File: src/rtl/rgb_fade_sequencer_if.sv
// rtl/rgb_fade_sequencer_if.sv - control and colour-output bundle for the RGB fade sequencer
interface rgb_fade_sequencer_if;
  logic       en;
  logic       next;
  logic [7:0] R_time;
  logic [7:0] G_time;
  logic [7:0] B_time;
  logic [2:0] cur_st;
  logic       busy;
  logic       seq_wrap;

  modport master (
    output en, next,
    input  R_time, G_time, B_time, cur_st, busy, seq_wrap
  );

  modport slave (
    input  en, next,
    output R_time, G_time, B_time, cur_st, busy, seq_wrap
  );
endinterface

File: src/rtl/rgb_fade_sequencer.sv
// rtl/rgb_fade_sequencer.sv - steps PWM duty values through an 8-colour fade/hold cycle
module rgb_fade_sequencer #(
  parameter int STEP_DIV   = 50000,
  parameter int HOLD_STEPS = 500
) (
  input  logic                  clk,
  input  logic                  rst,
  rgb_fade_sequencer_if.slave   bus
);

  localparam int PW = (STEP_DIV > 1) ? $clog2(STEP_DIV) : 1;
  localparam int HW = (HOLD_STEPS > 1) ? $clog2(HOLD_STEPS) : 1;
  localparam logic [PW-1:0] PRE_LAST  = PW'(STEP_DIV - 1);
  localparam logic [HW-1:0] HOLD_LAST = HW'(HOLD_STEPS - 1);

  typedef enum logic [1:0] {IDLE, FADE, HOLD} state_t;
  typedef logic [2:0][7:0] rgb_t;

  state_t        state;
  state_t        state_nxt;
  logic [PW-1:0] pre_cnt;
  logic [HW-1:0] hold_cnt;
  logic [2:0]    cur_st;
  rgb_t          ch;
  rgb_t          tgt;
  rgb_t          stepped;
  logic          seq_wrap;

  logic active;
  logic tick;
  logic at_target;
  logic hold_last;
  logic advance;

  // Packed as {blue, green, red} so ch[0] is red.
  function automatic rgb_t target_of(input logic [2:0] idx);
    rgb_t t;
    case (idx)
      3'd0:    t = {8'h00, 8'h00, 8'hFF};
      3'd1:    t = {8'h00, 8'hFF, 8'hFF};
      3'd2:    t = {8'h00, 8'hFF, 8'h00};
      3'd3:    t = {8'hFF, 8'hFF, 8'h00};
      3'd4:    t = {8'hFF, 8'h00, 8'h00};
      3'd5:    t = {8'hFF, 8'h00, 8'hFF};
      3'd6:    t = {8'hFF, 8'hFF, 8'hFF};
      default: t = {8'h00, 8'h00, 8'h00};
    endcase
    return t;
  endfunction

  always_comb begin
    tgt = target_of(cur_st);
    for (int i = 0; i < 3; i++) begin
      if (ch[i] < tgt[i])
        stepped[i] = ch[i] + 8'd1;
      else if (ch[i] > tgt[i])
        stepped[i] = ch[i] - 8'd1;
      else
        stepped[i] = ch[i];
    end
    at_target = (stepped == tgt);
    active    = (state != IDLE);
    tick      = active && (pre_cnt == PRE_LAST);
    hold_last = (hold_cnt == HOLD_LAST);
    advance   = (state == HOLD) && bus.en && (bus.next || (tick && hold_last));
  end

  always_ff @(posedge clk or posedge rst) begin
    if (rst)
      state <= IDLE;
    else
      state <= state_nxt;
  end

  // en=0 outranks next, which outranks tick.
  always_comb begin
    state_nxt = state;
    case (state)
      IDLE: if (bus.en) state_nxt = FADE;
      FADE: begin
        if (!bus.en)
          state_nxt = IDLE;
        else if (bus.next || (tick && at_target))
          state_nxt = HOLD;
      end
      HOLD: begin
        if (!bus.en)
          state_nxt = IDLE;
        else if (advance)
          state_nxt = FADE;
      end
      default: state_nxt = IDLE;
    endcase
  end

  always_ff @(posedge clk or posedge rst) begin
    if (rst) begin
      pre_cnt  <= '0;
      hold_cnt <= '0;
      cur_st   <= 3'd0;
      ch       <= '0;
      seq_wrap <= 1'b0;
    end else begin
      seq_wrap <= advance && (cur_st == 3'd7);
      if (advance)
        cur_st <= cur_st + 3'd1;

      if ((state == FADE) && bus.en) begin
        if (bus.next)
          ch <= tgt;
        else if (tick)
          ch <= stepped;
      end

      if (!active || !bus.en || bus.next || tick)
        pre_cnt <= '0;
      else
        pre_cnt <= pre_cnt + PW'(1);

      // Held at zero outside HOLD so every hold starts from a full count.
      if ((state != HOLD) || !bus.en || bus.next)
        hold_cnt <= '0;
      else if (tick)
        hold_cnt <= hold_last ? '0 : hold_cnt + HW'(1);
    end
  end

  always_comb begin
    bus.busy     = (state == FADE);
    bus.R_time   = ch[0];
    bus.G_time   = ch[1];
    bus.B_time   = ch[2];
    bus.cur_st   = cur_st;
    bus.seq_wrap = seq_wrap;
  end

endmodule
File: src/flat_wrapper.sv
// flat-port wrapper written by rule: the top's interface ports become plain ports
module rgb_fade_sequencer_flat 
#(
  parameter int STEP_DIV   = 50000,
  parameter int HOLD_STEPS = 500
)
  (clk, rst, bus_en, bus_next, bus_R_time, bus_G_time, bus_B_time, bus_cur_st, bus_busy, bus_seq_wrap);
  rgb_fade_sequencer_if bus_i ();
  input  logic clk;
  input  logic rst;
  input wire logic [$bits(bus_i.en)-1:0] bus_en;
  input wire logic [$bits(bus_i.next)-1:0] bus_next;
  output wire logic [$bits(bus_i.R_time)-1:0] bus_R_time;
  output wire logic [$bits(bus_i.G_time)-1:0] bus_G_time;
  output wire logic [$bits(bus_i.B_time)-1:0] bus_B_time;
  output wire logic [$bits(bus_i.cur_st)-1:0] bus_cur_st;
  output wire logic [$bits(bus_i.busy)-1:0] bus_busy;
  output wire logic [$bits(bus_i.seq_wrap)-1:0] bus_seq_wrap;
  assign bus_i.en = bus_en;
  assign bus_i.next = bus_next;
  assign bus_R_time = bus_i.R_time;
  assign bus_G_time = bus_i.G_time;
  assign bus_B_time = bus_i.B_time;
  assign bus_cur_st = bus_i.cur_st;
  assign bus_busy = bus_i.busy;
  assign bus_seq_wrap = bus_i.seq_wrap;
  rgb_fade_sequencer #(.STEP_DIV(STEP_DIV), .HOLD_STEPS(HOLD_STEPS)) u_core (.clk(clk), .rst(rst), .bus(bus_i));
endmodule
File: config.mk
export PLATFORM = sky130hd
export DESIGN_NAME = rgb_fade_sequencer_flat
export DESIGN_NICKNAME = d
export VERILOG_FILES = /design/src/rtl/rgb_fade_sequencer_if.sv /design/src/rtl/rgb_fade_sequencer.sv /design/src/flat_wrapper.sv
export SDC_FILE = /design/constraint.sdc
export NUM_CORES = 1
export LEC_CHECK = 0
export BUFFER_PORTS_ARGS = -buffer_cell sky130_fd_sc_hd__buf_4
export CAP_MARGIN = 20
export CORE_MARGIN = 4
export CORE_UTILIZATION = 35
export DETAILED_ROUTE_END_ITERATION = 10
export PLACE_DENSITY_LB_ADDON = 0.2
export SYNTH_ARGS = -nofsm -noshare
export SYNTH_HDL_FRONTEND = slang
export SYNTH_SLANG_ARGS = --single-unit
File: constraint.sdc
create_clock -name clk -period 6 [get_ports clk]
set_clock_uncertainty 0.05 [all_clocks]
set_input_delay 0.6 -clock clk [delete_from_list [all_inputs] [get_ports clk]]
set_output_delay 0.6 -clock clk [all_outputs]
set_load 0.03 [all_outputs]
# Word level (Yosys, flattened, before mapping)
# Index checks and enable logic that the tools add are counted.
totals:
  out_inout_bits: 29
  word_cells: 81
  ff_bits: 55
  inputBits: 4
classes:
  n_reduce_logical: 23
  n_lt_le_gt_ge: 6
  add_sub_neg: 9
  muxes: 19
  n_eq_ne: 16
op_table:
  columns: ["op", "count"]
  rows:
  - ["24-bit one-hot mux with 7 select lines", 1]
  - ["24-bit 2-to-1 mux", 2]
  - ["8-bit 2-to-1 mux", 6]
  - ["9-bit 2-to-1 mux", 3]
  - ["8-bit by 1-bit adder with 8-bit output (second input constant)", 3]
  - ["24-bit == test", 1]
  - ["8-bit > comparator", 3]
  - ["8-bit < comparator", 3]
  - ["8-bit by 1-bit subtractor with 8-bit output (second input constant)", 3]
  - ["16-bit by 1-bit adder with 16-bit output (second input constant)", 1]
  - ["16-bit == test (second input constant)", 1]
  - ["16-bit 2-to-1 mux", 1]
  - ["3-bit == test (second input constant)", 4]
  - ["2-bit 2-to-1 mux", 5]
  - ["9-bit by 1-bit adder with 9-bit output (second input constant)", 1]
  - ["9-bit == test (second input constant)", 1]
  - ["1-bit logical AND", 7]
  - ["1-bit logical OR", 7]
  - ["3-bit by 2-bit == test with 1-bit output (second input constant)", 2]
  - ["3-bit by 2-bit != test with 1-bit output (second input constant)", 2]
  - ["2-bit one-hot mux with 3 select lines", 1]
  - ["2-bit nonzero test", 3]
  - ["2-bit != test (second input constant)", 2]
  - ["3-bit by 1-bit adder with 3-bit output (second input constant)", 1]
  - ["8 further kinds", 9]

# Longest topological paths before layout
logic_depth:
  ltp_word: 11
  depth_mapped: 17
  ltp_nobuf: 16

# Worst setup path after synthesis
# No wires, ideal clock.
synth_timing:
  kind: "flip-flop to flip-flop"
  startpoint: "register u_core.cur_st[0] (netlist: u_core.bus.cur_st[0])"
  endpoint: "register u_core.state[0]"
  period_less_slack_ps: 4706
  setup_time_ps: 121
  stages_incl_launch_ff: 17
  arrival_ps: 4536
  path_slack_ps: 1294
  path_cell_list: "dfrtp_1 -> inv_1 -> ha_1 -> nor2b_1 -> a211oi_1 -> ha_1 -> nor2b_1 -> o211ai_1 -> a21o_1 -> buf_8 -> a31oi_1 -> or4_4 -> a2111o_1 -> or4_1 -> o21ai_1 -> nand4b_1 -> a22o_1"
synth_between:
  elab_chain_len: 10
  word_cells_on_any_way: 25
  classes_between: "6 x order compare; 8 x eq/ne; 7 x mux; 4 x reduce/logical"
synth_rtl:
  columns: ["item", "line_no", "text"]
  rows:
  - ["from (decl)", "rgb_fade_sequencer.sv:23", "logic [2:0] cur_st;"]
  - ["from (signal assigned)", "rgb_fade_sequencer.sv:106", "cur_st <= cur_st + 3'd1;"]
  - ["3-bit == test, or another cell as far along", "rgb_fade_sequencer.sv:38", "case (idx)"]
  - ["24-bit one-hot mux with 7 select lines (*)", "rgb_fade_sequencer.sv:38", null]
  - ["8-bit > comparator", "rgb_fade_sequencer.sv:56", "else if (ch[i] > tgt[i])"]
  - ["8-bit 2-to-1 mux", "rgb_fade_sequencer.sv:56", null]
  - ["8-bit 2-to-1 mux", "rgb_fade_sequencer.sv:54", "if (ch[i] < tgt[i])"]
  - ["24-bit == test (*)", "rgb_fade_sequencer.sv:61", "at_target = (stepped == tgt);"]
  - ["1-bit logical AND (*)", "rgb_fade_sequencer.sv:83", "else if (bus.next || (tick && at_target))"]
  - ["1-bit logical OR (*)", "rgb_fade_sequencer.sv:83", null]
  - ["3-bit by 2-bit != test with 1-bit output (no source line) (*)", null, null]
  - ["3-bit AND reduction (no source line) (*)", null, null]
  - ["to (signal assigned)", "rgb_fade_sequencer.sv:72", "state <= state_nxt;"]
  - ["to (decl)", "rgb_fade_sequencer.sv:19", "state_t state;"]
# Mark *: on every way between the ends. The rest lies on a longest branch, timed or not.
# A chain may end at the register's enable or synchronous reset.

# Worst setup path in the final report
# Same ends and word-level chain as after synthesis.

==> insert_results.sql <==
INSERT INTO impl_metrics (metric_group, metric, value, unit) VALUES
('global_route', 'largest_net_degree_at_the_start_of_global_routing', '56', ''),
('synthesis', 'synth_largest_type_area_fraction', '31.0', '%'),
('pwr', 'net_switching_power_of_the_design', '1.33', 'mW'),
('detailed_routing', 'drt_pre_antenna_iters', '5', ''),
('timing', 'setup_repair_after_global_routing_missed_its_margin', 'no', ''),
('min_path', 'hold_class', 'flop to flop', ''),
('synthesis', 'netlist_top_cells_count', 'nor2_1 (63), dfrtp_1 (55), nand2_1 (41)', ''),
('clock_tree', 'cts_max_path_buffers', '2', ''),
('synthesis', 'most_common_cell_in_the_netlist', 'nor2_1', ''),
('floorplanning', 'die-height', '121', 'um'),
('layout', 'final.fill_count', '1271', ''),
('detailed_routing', 'drt-total-wl', '11.2', 'mm'),
('global_route', 'grt-ovfl-total', '0', ''),
('timing', 'finalSetupViolCount', '0', ''),
('floorplanning', 'rows', '40', ''),
('run', 'timing.max_cap.violations', '0', ''),
('synthesis', 'async_flop_share', '100', '%'),
('worst_setup_path', 'worstPathMaxFanout', '12', ''),
('placement', 'cell_count_after_placement', '725', ''),
('layout', 'multi_input_comb_area', '0.00292', 'mm^2'),
('placement', 'finalWeightedCongestion', '0.906', ''),
('timing', 'worst_slew_pin_slew', '0.803', 'ns'),
('pwr', 'cellPowerDensity', '514', 'mW/mm^2'),
('timing', 'finalWorstPathRequiredPeriod', '4.59', 'ns'),
('clock_tree', 'htree_levels', '2', ''),
('synthesis', 'seq_total_area_yosys', '31.0', '%'),
('pwr', 'switching_share', '51.7', '%'),
('synthesis', 'yosys_register_bits', '55', ''),
('synthesis', 'synthFlopType', 'dfrtp_1', ''),
('synthesis', 'number_of_enable_flip_flop_cells_after_synthesis', '0', ''),
('global_route', 'grt_util_all_layers', '15.8', '%'),
('synthesis', 'synth-simple-area-share', '27.1', '%'),
('worst_setup_path', 'worstSetupStartpointType', 'flop', ''),
('synthesis', 'synth.cell_area', '0.00444', 'mm^2'),
('worst_setup_path', 'cp-end-kind', 'flop', ''),
('worst_setup_path', 'critPathKind', 'flop to flop', ''),
('detailed_routing', 'via_count', '4046', ''),
('status', 'run_status', 'finished clean', ''),
('synthesis', 'syn-mean-instance-area', '8.20', 'um^2'),
('placement', 'portBuffers', '32', ''),
('synthesis', 'cell_count_after_synthesis', '542', ''),
('synthesis', 'synth_top_family_by_area', 'simple AND/OR/NAND/NOR gates', ''),
('clock_tree', 'hold_buffers', '0', ''),
('floorplanning', 'initial_utilization', '36.4', '%'),
('layout', 'layout_area_growth_over_synthesis', '12.6', '%'),
('detailed_routing', 'drtIter0Drc', '307', ''),
('synthesis', 'yosysWarnings', '0', ''),
('timing', 'slew_headroom', '46.5', '%'),
('placement', 'dp.final_hpwl', '8.18', 'mm'),
('layout', 'final_layout_size_suffix_gt1_share', '12.7', '%'),
('detailed_routing', 'remaining_drc_errors', '0', ''),
('synthesis', 'syn_nets', '583', ''),
('global_route', 'grt_first_pass_wirelength', '19.3', 'mm'),
('pwr', 'comb_power_share', '62.7', '%'),
('floorplanning', 'die_area', '0.0146', 'mm^2'),
('synthesis', 'synth-compound-area-share', '19.7', '%'),
('timing', 'max_slew_violation_count', '0', ''),
('detailed_routing', 'routedWlPerCell', '15.2', 'um'),
('synthesis', 'synth_area_leader_cell', 'dfrtp_1', ''),
('worst_setup_path', 'timing.critical_path.arrival', '4.72', 'ns'),
('detailed_routing', 'via_per_inst', '5.51', ''),
('detailed_routing', 'antenna_violating_nets_post_route', '0', ''),
('clock_tree', 'cts_setup_buffers', '0', ''),
('floorplanning', 'pin_count', '33', ''),
('pwr', 'reported_leakage_power', '2.02', 'nW'),
('layout', 'final_core_utilization', '41.0', '%'),
('clock_tree', 'cts_root_buffer_type', 'clkbuf_16', ''),
('pwr', 'vdd_ir_drop_max', '197', 'uV'),
('timing', 'setup_total_negative_slack', '0', 'ns'),
('layout', 'seq_area', '0.00138', 'mm^2'),
('worst_setup_path', 'critPathRequiredTime', '6.13', 'ns');
-- state kept, by name, summed over array words and instances (netlist names) --
name / flops
u_core.pre_cnt: 16
u_core.bus.G_time: 8
u_core.bus.B_time: 8
u_core.bus.cur_st: 3
u_core.bus.seq_wrap: 1
u_core.state: 2
u_core.bus.R_time: 8
u_core.hold_cnt: 9
-- layout by cell type (no fill, tap or decap), types with 6 or more instances in the layout --
cell type  count
a211oi_1       6
a21oi_1       39
a31oi_1        9
and3_1         8
buf_4         35
dfrtp_1       55
ha_1          37
inv_1         16
nand2_1       41
nand2b_1       6
nand3_1       18
nand4_1       17
nor2_1        63
nor2b_1        7
nor3_1        20
nor4_1         6
nor4b_1        6
o211ai_1      16
o21a_1         7
o21ai_0       31
o21ai_1        9
xnor2_1       16
xor2_1        17
-- cell type report --
cell class                      instances  area share, %
Multi-Input combinational cell        450           58.3
Sequential cell                        55           27.5
Timing Repair Buffer                   36           5.35
Tap cell                              168           4.20
Clock buffer                            5           2.50
Inverter                               17           1.28
Clock inverter                          3          0.875
-- metal layers --
layer | routed length, um | part of all wire (%) | up-vias | GRT usage [%]
met3 | 373 | 3.3 | 13 | 2.39
li1 | - | - | 2042 | -
met5 | 0 | 0 | - | 0
met2 | 5270 | 47 | 77 | 26.7
met4 | 103 | 0.92 | 0 | 2.76
met1 | 5430 | 49 | 1914 | 21.7
-- critical path: stages (launching register included) --
cell and delay (ns):
dfrtp_1 0.42, inv_1 0.17, ha_1 0.20, nor3_1 0.05, a21oi_1 0.36, inv_1 0.26
ha_1 0.35, nor2b_1 0.13, o211ai_1 0.12, a21oi_1 0.65, nand2b_1 0.29, mux2i_1 0.24
xnor2_1 0.12, or4_1 0.53, mux2i_1 0.22, nand4b_1 0.15, a22o_1 0.20
-- logic make-up (layout without fill, tap and decap cells) --
kind of cell / Yosys count / in the layout
compound gates: 141 / 141
fa+ha+maj: 37 / 37
flops: 55 / 55
buf+inv: 37 / 61
simple gates: 231 / 231
mux: 8 / 8
xor+xnor: 33 / 33
-- final timing paths --
| check | from | endpoint | slack [ns] | depth (start not counted) |
|---|---|---|---|---|
| worst max-delay path | u_core.bus.cur_st[0]$_DFFE_PP0P_ | u_core.state[0]$_DFFE_PP0P_ | 1.41 | 16 |
| min in group asynchronous | rst | u_core.hold_cnt[2]$_DFFE_PP0P_ | 0.46 | 3 |
| worst min register to register | u_core.pre_cnt[0]$_DFF_PP0_ | u_core.pre_cnt[0]$_DFF_PP0_ | 0.40 | 1 |
| worst max register to register | u_core.bus.cur_st[0]$_DFFE_PP0P_ | u_core.state[0]$_DFFE_PP0P_ | 1.41 | 16 |
| max in group asynchronous | rst | u_core.bus.G_time[4]$_DFFE_PP0P_ | 4.98 | 3 |
| worst min-delay path | u_core.pre_cnt[0]$_DFF_PP0_ | u_core.pre_cnt[0]$_DFF_PP0_ | 0.40 | 1 |
-- power by group through the flow --
| stage | combinational, mW | sequential, mW | clock [mW] |
|---|---|---|---|
| 3_3_place_gp | 1.55 | 0.635 | 0 |
| 6_report | 1.61 | 0.630 | 0.329 |
| 5_1_grt | 1.81 | 0.652 | 0.359 |
| 2_1_floorplan | 1.10 | 0.690 | 0 |
| 3_5_place_dp | 1.58 | 0.636 | 0 |
| 4_1_cts | 1.59 | 0.628 | 0.343 |
-- stage by stage --
stage	area, um^2	power, mW	setup slack [ns]	hold WS (ns)
final	5000	2.57	1.41	0.401
after global routing	5000	2.82	1.10	0.440
after CTS	5000	2.56	1.42	0.406
after detailed placement	4830	2.22	1.43	0.396
after global placement	4820	2.19	1.63	0.398
after floorplan	4440	1.79	1.29	0.375
Power figures use the tool's default switching activity.
